File: config.mk
export PLATFORM = sky130hd
export DESIGN_NAME = scn_bus_initiator_flat
export DESIGN_NICKNAME = d
export VERILOG_FILES = /design/src/rtl/scn_bus_initiator_if.sv /design/src/rtl/scn_bus_initiator.sv /design/src/flat_wrapper.sv
export SDC_FILE = /design/constraint.sdc
export NUM_CORES = 1
export LEC_CHECK = 0
export BUFFER_PORTS_ARGS = -buffer_cell sky130_fd_sc_hd__clkbuf_2
export CORE_MARGIN = 1
export CORE_UTILIZATION = 46
export DETAILED_ROUTE_END_ITERATION = 12
export HOLD_SLACK_MARGIN = 0.15
export PLACE_DENSITY = 0.85
export SLEW_MARGIN = 20
export SYNTH_ARGS = -nofsm -noshare
export SYNTH_HDL_FRONTEND = slang
export SYNTH_SLANG_ARGS = --single-unit
File: constraint.sdc
create_clock -name clk -period 1.8 [get_ports clk]
set_clock_uncertainty 0.2 [all_clocks]
set_input_delay 0.18 -clock clk [delete_from_list [all_inputs] [get_ports clk]]
set_output_delay 0.18 -clock clk [all_outputs]
set_load 0.05 [all_outputs]
File: src/rtl/scn_bus_initiator_if.sv
// -----------------------------------------------------------------------------
// scn_bus_initiator_if
//
// Purpose:
//   CPU-port bus between the scn_bus_initiator (68000-style master) and the
//   TC0100SCN tilemap chip. Grouping the wires here lets the initiator, the
//   chip, and a bench model all share one definition of the port.
//
// Signals:
//   VA     [16:0]  word address [17:1]; bit 16 (A17) selects control regs
//   DOUT   [15:0]  write data from the initiator to the chip Din
//   DIN    [15:0]  read data from the chip Dout
//   UDSn           upper data strobe, active low
//   LDSn           lower data strobe, active low
//   SCCSn          chip select, active low
//   RW             1 = read, 0 = write
//   DACKn          chip acknowledge, active low. The chip forces it low
//                  whenever SCCSn is high, so it only carries meaning while
//                  SCCSn is low.
//
// Modports:
//   master  the bus initiator
//   slave   the chip, or a model of it
// -----------------------------------------------------------------------------
interface scn_bus_initiator_if;
  logic [16:0] VA;
  logic [15:0] DOUT;
  logic [15:0] DIN;
  logic        UDSn;
  logic        LDSn;
  logic        SCCSn;
  logic        RW;
  logic        DACKn;

  modport master (
    output VA, DOUT, UDSn, LDSn, SCCSn, RW,
    input  DIN, DACKn
  );

  modport slave (
    input  VA, DOUT, UDSn, LDSn, SCCSn, RW,
    output DIN, DACKn
  );
endinterface

File: src/rtl/scn_bus_initiator.sv
// -----------------------------------------------------------------------------
// scn_bus_initiator
//
// Purpose:
//   68000-style bus master for the TC0100SCN CPU port. It turns a one-clk
//   host request (debug loader, state restore, bench) into a full strobe
//   cycle: address/data setup, chip select plus data strobes, wait for
//   DACKn, then release with a recovery gap. It runs in the chip's ce_13m
//   domain: every change on the chip side and every DACKn sample happens on
//   a ce_13m tick. Host-side handshakes (request acceptance, ack) are on clk.
//
// Parameters:
//   RECOVERY_TICKS  ce ticks with SCCSn high after a cycle before the next
//                   one may start. The chip's CS edge detector needs >=1 to
//                   rearm. Must be >= 1.
//   TIMEOUT_TICKS   ce ticks spent in WAIT before the cycle is aborted.
//                   Only takes effect when SCN_BUS_TIMEOUT_EN is defined.
//
// Build option:
//   SCN_BUS_TIMEOUT_EN  when defined, a cycle that never sees DACKn is
//                       aborted after TIMEOUT_TICKS ce ticks in WAIT and
//                       completes with err=1, rdata=16'hFFFF. When not
//                       defined, WAIT waits indefinitely and err stays 0.
//
// Ports:
//   clk      in   system clock
//   resetn   in   synchronous reset, active low
//   ce_13m   in   13 MHz clock enable
//   req      in   one-clk request pulse; ignored while busy=1
//   addr     in   [16:0] word address [17:1]; bit 16 = control regs
//   we       in   1 = write, 0 = read
//   be       in   [1:0] byte enables {upper, lower}
//   wdata    in   [15:0] write data
//   rdata    out  [15:0] read data, valid on ack and held until next ack
//   ack      out  one-clk completion pulse
//   busy     out  high from request acceptance until return to IDLE
//   err      out  valid with ack; 1 = cycle aborted
//   bus      if   chip CPU port (scn_bus_initiator_if.master)
// -----------------------------------------------------------------------------
module scn_bus_initiator #(
  parameter int RECOVERY_TICKS = 2,
  parameter int TIMEOUT_TICKS  = 64
) (
  input  logic                       clk,
  input  logic                       resetn,
  input  logic                       ce_13m,
  input  logic                       req,
  input  logic [16:0]                addr,
  input  logic                       we,
  input  logic [1:0]                 be,
  input  logic [15:0]                wdata,
  output logic [15:0]                rdata,
  output logic                       ack,
  output logic                       busy,
  output logic                       err,
  scn_bus_initiator_if.master        bus
);

  typedef enum logic [2:0] {
    IDLE,
    SETUP,
    STROBE,
    WAIT,
    RELEASE
  } state_t;

  localparam int REC_W = (RECOVERY_TICKS < 2) ? 1 : $clog2(RECOVERY_TICKS + 1);
  localparam logic [REC_W-1:0] REC_LAST = REC_W'(RECOVERY_TICKS - 1);

  localparam int TO_W = (TIMEOUT_TICKS < 2) ? 1 : $clog2(TIMEOUT_TICKS + 1);
  localparam logic [TO_W-1:0] TO_LAST = TO_W'(TIMEOUT_TICKS - 1);

`ifdef SCN_BUS_TIMEOUT_EN
  localparam bit TIMEOUT_ON = 1'b1;
`else
  localparam bit TIMEOUT_ON = 1'b0;
`endif

  // Control state and latched request
  state_t            state_q, state_d;
  logic [16:0]       addr_q, addr_d;
  logic              we_q, we_d;
  logic [1:0]        be_q, be_d;
  logic [15:0]       wdata_q, wdata_d;
  logic [REC_W-1:0]  rec_q, rec_d;
  logic [TO_W-1:0]   to_q, to_d;

  // Registered chip-side outputs
  logic [16:0]       va_q, va_d;
  logic [15:0]       dout_q, dout_d;
  logic              uds_n_q, uds_n_d;
  logic              lds_n_q, lds_n_d;
  logic              cs_n_q, cs_n_d;
  logic              rw_q, rw_d;

  // Registered host-side outputs
  logic [15:0]       rdata_q, rdata_d;
  logic              ack_q, ack_d;
  logic              busy_q, busy_d;
  logic              err_q, err_d;

  // Next-state and next-output logic. Every register holds by default;
  // ack and err are single-clk pulses and therefore default to 0.
  always_comb begin
    state_d = state_q;
    addr_d  = addr_q;
    we_d    = we_q;
    be_d    = be_q;
    wdata_d = wdata_q;
    rec_d   = rec_q;
    to_d    = to_q;
    va_d    = va_q;
    dout_d  = dout_q;
    uds_n_d = uds_n_q;
    lds_n_d = lds_n_q;
    cs_n_d  = cs_n_q;
    rw_d    = rw_q;
    rdata_d = rdata_q;
    ack_d   = 1'b0;
    busy_d  = busy_q;
    err_d   = 1'b0;

    case (state_q)
      IDLE: begin
        // busy is also raised for the one-clk no-op (be=00) completion,
        // so it must be dropped again here.
        busy_d = 1'b0;
        // Acceptance is gated on the registered busy so a request arriving
        // on the clk where busy falls is ignored.
        if (req && !busy_q) begin
          addr_d  = addr;
          we_d    = we;
          be_d    = be;
          wdata_d = wdata;
          busy_d  = 1'b1;
          if (be == 2'b00) begin
            // Nothing to strobe: complete immediately without touching the bus.
            ack_d = 1'b1;
          end else begin
            state_d = SETUP;
          end
        end
      end

      SETUP: begin
        // Address, data and direction settle one ce tick before select.
        if (ce_13m) begin
          va_d    = addr_q;
          dout_d  = wdata_q;
          rw_d    = ~we_q;
          state_d = STROBE;
        end
      end

      STROBE: begin
        // DACKn is not sampled on this tick: SCCSn is only now going low and
        // the chip holds DACKn low while SCCSn is high.
        if (ce_13m) begin
          cs_n_d  = 1'b0;
          uds_n_d = ~be_q[1];
          lds_n_d = ~be_q[0];
          to_d    = '0;
          state_d = WAIT;
        end
      end

      WAIT: begin
        if (ce_13m) begin
          if (!bus.DACKn) begin
            if (!we_q) begin
              rdata_d = bus.DIN;
            end
            ack_d   = 1'b1;
            cs_n_d  = 1'b1;
            uds_n_d = 1'b1;
            lds_n_d = 1'b1;
            rw_d    = 1'b1;
            rec_d   = '0;
            state_d = RELEASE;
          end else if (TIMEOUT_ON && (to_q == TO_LAST)) begin
            // Abort: the chip never answered. Release the bus and report.
            rdata_d = 16'hFFFF;
            ack_d   = 1'b1;
            err_d   = 1'b1;
            cs_n_d  = 1'b1;
            uds_n_d = 1'b1;
            lds_n_d = 1'b1;
            rw_d    = 1'b1;
            rec_d   = '0;
            state_d = RELEASE;
          end else if (to_q != '1) begin
            to_d = to_q + 1'b1;
          end
        end
      end

      RELEASE: begin
        // Strobes are already high; keep them so for the recovery gap.
        // The counter saturates instead of wrapping.
        if (ce_13m) begin
          if (rec_q >= REC_LAST) begin
            busy_d  = 1'b0;
            state_d = IDLE;
          end else if (rec_q != '1) begin
            rec_d = rec_q + 1'b1;
          end
        end
      end

      default: begin
        state_d = IDLE;
      end
    endcase
  end

  // State register. Reset drops every strobe high on the next clk and
  // suppresses any pending ack/err.
  always_ff @(posedge clk) begin
    if (!resetn) begin
      state_q <= IDLE;
      addr_q  <= '0;
      we_q    <= 1'b0;
      be_q    <= 2'b00;
      wdata_q <= '0;
      rec_q   <= '0;
      to_q    <= '0;
      va_q    <= '0;
      dout_q  <= '0;
      uds_n_q <= 1'b1;
      lds_n_q <= 1'b1;
      cs_n_q  <= 1'b1;
      rw_q    <= 1'b1;
      rdata_q <= '0;
      ack_q   <= 1'b0;
      busy_q  <= 1'b0;
      err_q   <= 1'b0;
    end else begin
      state_q <= state_d;
      addr_q  <= addr_d;
      we_q    <= we_d;
      be_q    <= be_d;
      wdata_q <= wdata_d;
      rec_q   <= rec_d;
      to_q    <= to_d;
      va_q    <= va_d;
      dout_q  <= dout_d;
      uds_n_q <= uds_n_d;
      lds_n_q <= lds_n_d;
      cs_n_q  <= cs_n_d;
      rw_q    <= rw_d;
      rdata_q <= rdata_d;
      ack_q   <= ack_d;
      busy_q  <= busy_d;
      err_q   <= err_d;
    end
  end

  assign bus.VA    = va_q;
  assign bus.DOUT  = dout_q;
  assign bus.UDSn  = uds_n_q;
  assign bus.LDSn  = lds_n_q;
  assign bus.SCCSn = cs_n_q;
  assign bus.RW    = rw_q;

  assign rdata = rdata_q;
  assign ack   = ack_q;
  assign busy  = busy_q;
  assign err   = err_q;

endmodule

File: src/flat_wrapper.sv
// flat-port wrapper written by rule: the top's interface ports become plain ports
module scn_bus_initiator_flat 
#(
  parameter int RECOVERY_TICKS = 2,
  parameter int TIMEOUT_TICKS  = 64
)
  (clk, resetn, ce_13m, req, addr, we, be, wdata, rdata, ack, busy, err, bus_VA, bus_DOUT, bus_UDSn, bus_LDSn, bus_SCCSn, bus_RW, bus_DIN, bus_DACKn);
  scn_bus_initiator_if bus_i ();
  input  logic clk;
  input  logic resetn;
  input  logic ce_13m;
  input  logic req;
  input  logic [16:0] addr;
  input  logic we;
  input  logic [1:0] be;
  input  logic [15:0] wdata;
  output logic [15:0] rdata;
  output logic ack;
  output logic busy;
  output logic err;
  output wire logic [$bits(bus_i.VA)-1:0] bus_VA;
  output wire logic [$bits(bus_i.DOUT)-1:0] bus_DOUT;
  output wire logic [$bits(bus_i.UDSn)-1:0] bus_UDSn;
  output wire logic [$bits(bus_i.LDSn)-1:0] bus_LDSn;
  output wire logic [$bits(bus_i.SCCSn)-1:0] bus_SCCSn;
  output wire logic [$bits(bus_i.RW)-1:0] bus_RW;
  input wire logic [$bits(bus_i.DIN)-1:0] bus_DIN;
  input wire logic [$bits(bus_i.DACKn)-1:0] bus_DACKn;
  assign bus_VA = bus_i.VA;
  assign bus_DOUT = bus_i.DOUT;
  assign bus_UDSn = bus_i.UDSn;
  assign bus_LDSn = bus_i.LDSn;
  assign bus_SCCSn = bus_i.SCCSn;
  assign bus_RW = bus_i.RW;
  assign bus_i.DIN = bus_DIN;
  assign bus_i.DACKn = bus_DACKn;
  scn_bus_initiator #(.RECOVERY_TICKS(RECOVERY_TICKS), .TIMEOUT_TICKS(TIMEOUT_TICKS)) u_core (.clk(clk), .resetn(resetn), .ce_13m(ce_13m), .req(req), .addr(addr), .we(we), .be(be), .wdata(wdata), .rdata(rdata), .ack(ack), .busy(busy), .err(err), .bus(bus_i));
endmodule
==> After elaboration in Yosys (flattened, before gate mapping) <==
Index checks and enable logic that the tools add are counted.
Widths: inputs -> output; s select.
{ "op_classes": {"magnitude_cmp": 1, "eq_ne": 15, "muxes": 34, "reduce_logical": 16, "n_addsub": 1, "n_bitwise": 4} }
{ "ops": {"columns": ["operator", "n"], "rows": [
  ["$mux 3", 8],
  ["$ne 2x2->1 const B", 8],
  ["$pmux 3 s5", 1],
  ["$mux 1", 13],
  ["$pmux 1 s2", 6],
  ["$reduce_and 4->1", 3],
  ["$mux 2", 5],
  ["$reduce_and 8->1", 1],
  ["$reduce_bool 2->1", 4],
  ["$eq 3x2->1 const B", 2],
  ["$ne 2x1->1 const B", 3],
  ["$reduce_and 6->1", 1],
  ["$not 1->1", 4],
  ["$pmux 2 s2", 1],
  ["$reduce_and 2->1", 2],
  ["$eq 3x1->1 const B", 1],
  ["$eq 3x3->1 const B", 1],
  ["$logic_not 3->1", 1],
  ["$reduce_and 3->1", 1],
  ["$add 2x1->2 const B", 1],
  ["$ge 2x1->1 const B", 1],
  ["$logic_not 2->1", 1],
  ["$logic_and 1x1->1", 1],
  ["$logic_not 1->1", 1]
]} }
{ "word_totals": {"word_cells": 86, "inputBits": 57, "reg_bits": 96} }

==> Depth between registers and ports, before layout <==
{ "depth": {"word_depth": 5, "mapped_depth": 7, "mapped_depth_nobuf": 6} }

==> Least setup slack after synthesis <==
Ideal clock, no wire load.
{ "synth_timing": {"kind": "register to register", "startpoint": "register u_core.busy_q (netlist: u_core.busy)", "endpoint": "register u_core.addr_q[0]", "arrival_time_ns": 1.528, "setup_time_ns": 0.122, "required_time_ns": 1.478, "path_buffers": 2, "path_slack_ns": -0.051, "path_stages_with_launch": 7, "path_cell_list": "dfxtp_1 -> nand2b_1 -> or4_1 -> buf_2 -> buf_2 -> nand2_1 -> a21boi_0"} }
{ "synth_between": {"elab_chain_len": 3} }
{ "synth_rtl": {"columns": ["element", "line_no", "text"], "rows": [
  ["from (decl)", "scn_bus_initiator.sv:99", "logic busy_q, busy_d;"],
  ["from (signal assigned)", "scn_bus_initiator.sv:253", "busy_q <= busy_d;"],
  ["$logic_not 1->1", "scn_bus_initiator.sv:130", "if (req && !busy_q) begin"],
  ["$logic_and 1x1->1", "scn_bus_initiator.sv:130", null],
  ["$reduce_and 2->1 (no source line)", null, null],
  ["to (signal assigned)", "scn_bus_initiator.sv:239", "addr_q <= addr_d;"],
  ["to (decl)", "scn_bus_initiator.sv:81", "logic [16:0] addr_q, addr_d;"]
]} }
Every way passes these cells.
A chain may end at the register's enable or synchronous reset.

==> Final worst setup path <==
{ "layout_timing": {"startpoint": "register u_core.state_q[0]", "endpoint": "register u_core.wdata_q[7]"} }
{ "layout_between": {"elab_chain_len": 2} }
{ "layout_rtl": {"columns": ["element", "line_no", "text"], "rows": [
  ["from (decl)", "scn_bus_initiator.sv:80", "state_t state_q, state_d;"],
  ["from (signal assigned)", "scn_bus_initiator.sv:238", "state_q <= state_d;"],
  ["$logic_not 3->1", "scn_bus_initiator.sv:123", "case (state_q)"],
  ["$reduce_and 2->1 (no source line)", null, null],
  ["to (signal assigned)", "scn_bus_initiator.sv:242", "wdata_q <= wdata_d;"],
  ["to (decl)", "scn_bus_initiator.sv:84", "logic [15:0] wdata_q, wdata_d;"]
]} }
Every way passes these cells.

==> reports/summary.md <==
### Synth
- **number of distinct standard cells referenced by the synthesized netlist** 35
- **dominant cells by area after synthesis** dfxtp_1 51%, nand2_1 18%, a21boi_0 13%, a21boi_1 4.6%, buf_2 1.9%
- **share of the synthesized area in compound gates (AO/OA/AOI/OAI)** 19.5%
- **combinational family with the most area after synthesis** simple AND/OR/NAND/NOR gates
- **share of synthesized area occupied by flip-flops and latches** 51.5%
- **xor/xnor share of the synthesized area** 0.235%
- **basic-gate share of the synthesized area counting and, or, nand and nor cells** 23.0%
- **YS warnings** 0
- **area share of the leading cell type in the synthesized netlist** 51.5%
- **Synth Flop Type** dfxtp_1
- **Avg Synthesized Cell Area** 8.53 um^2
- **combined area of all synthesized cells** 3730 um^2
- **adder-cell share of the synthesized area** 0.670%
- **net count after synthesis** 497
- **mux contribution to synthesized area** 0.536%
- **share of async-settable or async-resettable flops after synthesis** 0%
- **count of flip-flops with a built-in enable after synthesis** 0
- **Post-Synthesis Cells** 438
- **library cell occupying the most area in the post-synthesis netlist** dfxtp_1
- **Seq cells post-synth** 96

### Pwr
- **Clk pwr share** 37.1%
- **worst IR drop on VDD** 0.540 mV
- **leakage power summed over all cells** 0.00217 uW
- **power spent charging and discharging nets** 1190 uW
- **relative contribution of sequential cells to total power** 49.0%
- **cell-internal power** 3440 uW
- **Power Total** 4620 uW
- **fraction of power spent switching nets** 25.7%
- **Power Density** 878 nW/um^2
- **relative contribution of combinational cells to total power** 13.9%

### Worst setup path
- **CP required** 1880 ps
- **WP buf/inv** 2
- **maximum single-stage delay on the critical path** 370 ps
- **arrival time of the worst setup path** 1830 ps
- **gate family responsible for the most delay along the worst path** buffers and inverters
- **critical path's slowest cell** nor4_2
- **crit start category** register
- **sort of element at the end of the critical path** register
- **critical path peak fanout** 19
- **CP most frequent cell** buf_4
- **list of cells traversed by the critical path** buf_4 -> nor4_2 -> buf_4 -> nand2_1 -> a21boi_1
- **type of the setup path with the least slack** register to register

### Floorplanning
- **Die Outline Area** 8480 um^2
- **standard-cell rows** 32
- **vertical extent of the die** 92.1 um
- **Top Ports** 113
- **initial core utilization** 47.8%
- **placeable core area** 7810 um^2
- **Die Span X** 92.1 um

### Finish
- **number of cells in the finished layout apart from fillers** 710
- **Total Nets Final** 661
- **share of layout cells above drive strength 1** 25.0%
- **Util after Layout** 67.5%
- **Layout area overhead** 41.0%

### Clock tree
- **maximum buffer depth of the clock tree** 2
- **clock tree from TritonCTS** done
- **post-CTS repair timing setup buffer count** 0
- **Worst-path clk slew** 100 ps
- **Sink Count** 96
- **number of buffers created by CTS** 9
- **H-tree depth reported by CTS** 3
- **CTS Root Cell** clkbuf_8
- **Clk Latency, worst-skew pair** 360 ps

### Global routing
- **Overall Global Routing Usage** 24.0%
- **number of global-route vias before repair** 3581
- **total congestion overflow** 0
- **initial antenna violation count** 1
- **global-route wire length before repair** 15900 um
- **largest net degree at the start of global routing** 53

### STA
- **Final Hold Violating Endpoints** 0
- **Setup violations, final** 0
- **RSZ-0062 raised after global routing** yes
- **total count of max-transition violations in the final report** 0
- **TNS Setup** 0 ps
- **portion of the clock cycle consumed by the worst path in the final layout** 96.8%
- **final critical delay including setup and external delays** 1740 ps
- **highest clock frequency the design can meet** 574 MHz

### Place
- **post-placement cell count** 637
- **port buffer count** 111
- **Placer Congestion** 0.879
- **dpl hpwl** 5680 um

### Route
- **vias per cell** 5.08
- **remaining number of nets flagged by the antenna check after routing** 0
- **final routed wirelength across all metal layers** 9930 um
- **per-cell routed wire length** 14.0 um
- **total number of vias** 3604
- **DRC Markers** 0
- **DRC violation total after the first TritonRoute iteration** 170
- **router iterations before antenna repair** 4

### Job
- **max-capacitance violation count** 0

### Min path
- **Hold Crit Class** register to register

### Run status
- **outcome** complete, no violations

## through the flow
stage                     setup WS, ps  cell area, um^2  hold slack [ps]
after floorplan                   68.0             3740              115
after global placement             151             4440              205
after detailed placement          74.4             4440              209
after CTS                         59.9             5250              260
after global routing             -27.1             5270              283
final                             57.9             5270              259
## area by class of cell
type                    instances  area [um^2]
fillers                       618         2540
flip-flops and latches         96         1920
multi-input cells             307         1660
repair buffers                185         1290
well taps                     102          128
clock inverters                 7          126
clock buffers                   9          124
inverters                       3         11.3
diodes                          1         2.50
## power groups by stage
| stage | combinational, uW | sequential [uW] | clock (uW) |
|---|---|---|---|
| 5_1_grt | 699 | 2280 | 1830 |
| 3_3_place_gp | 514 | 2310 | 0 |
| 4_1_cts | 625 | 2260 | 1750 |
| 3_5_place_dp | 529 | 2310 | 0 |
| 6_report | 641 | 2270 | 1720 |
| 2_1_floorplan | 283 | 2370 | 0 |
## state kept, by name, indices dropped and copies added, names as in the netlist, 2 cells and up
signal and count:
u_core.addr_q 17, u_core.bus.VA 17, u_core.bus.DOUT 16, u_core.rdata 16, u_core.wdata_q 16, u_core.state_q 3, u_core.be_q 2, u_core.rec_q 2
## layer usage
layer  vias to the layer above  global-route usage (%)  wire length (um)
li1                       1761                       -                 -
met1                      1658                    26.4              4070
met2                       130                    41.5              4930
met3                        55                    3.48               345
met4                         0                    18.5               578
met5                         -                       0                 0
## placed cells by master (no fill, tap or decap), types with 3 or more instances in the layout
master,instances
clkbuf_8,9
a21boi_1,23
buf_4,13
dfxtp_1,94
o21ai_0,3
a211oi_1,3
clkbuf_2,111
nor2_1,4
bufinv_16,3
inv_1,3
buf_6,3
dlygate4sd3_1,56
a21oi_1,3
nand2b_1,3
nand2_1,176
a21boi_0,64
## cells in the mapped netlist (3+ instances only)
cell,n
nand2b_1,3
a21boi_0,64
buf_2,14
nor2_1,4
o21ai_0,3
clkbuf_1,15
inv_1,3
dfxtp_1,96
nand2_1,176
a21oi_1,3
a21boi_1,23
a211oi_1,3
## what timing repair did
action	4_1_cts	5_1_grt
hold buffers	56	0
gates resized for setup	0	5
setup endpoints to repair	0	32
endpoints found under the hold margin	77	0
## worst min-delay path: cells and delay by family, from the launching register on
| family | cells | cell delay [ps] |
|---|---|---|
| AO/OA/AOI/OAI | 1 | 50 |
| flip-flops | 1 | 320 |
| AND/OR/NAND/NOR | 1 | 50 |
## path summary, 6_finish.rpt
kind                                          end  slack (ps)               from  cells after the start
worst min-delay path            u_core.wdata_q[0]         260  u_core.wdata_q[0]                      2
worst max-delay path            u_core.wdata_q[7]          60  u_core.state_q[0]                      5
worst max register to register  u_core.wdata_q[7]          60  u_core.state_q[0]                      5
worst min register to register  u_core.wdata_q[0]         260  u_core.wdata_q[0]                      2
## kinds of logic (layout without fill, tap and decap cells)
| logic type | Yosys count | in the layout |
|---|---|---|
| AND/OR/NAND/NOR | 202 | 202 |
| AO/OA/AOI/OAI | 99 | 99 |
| flip-flops | 96 | 96 |
| buffers and inverters | 35 | 204 |
| adder cells (fa/ha/maj) | 2 | 2 |
| multiplexers | 2 | 2 |
| other | 1 | 2 |
| XOR/XNOR | 1 | 1 |
Power figures use the tool's default switching activity.
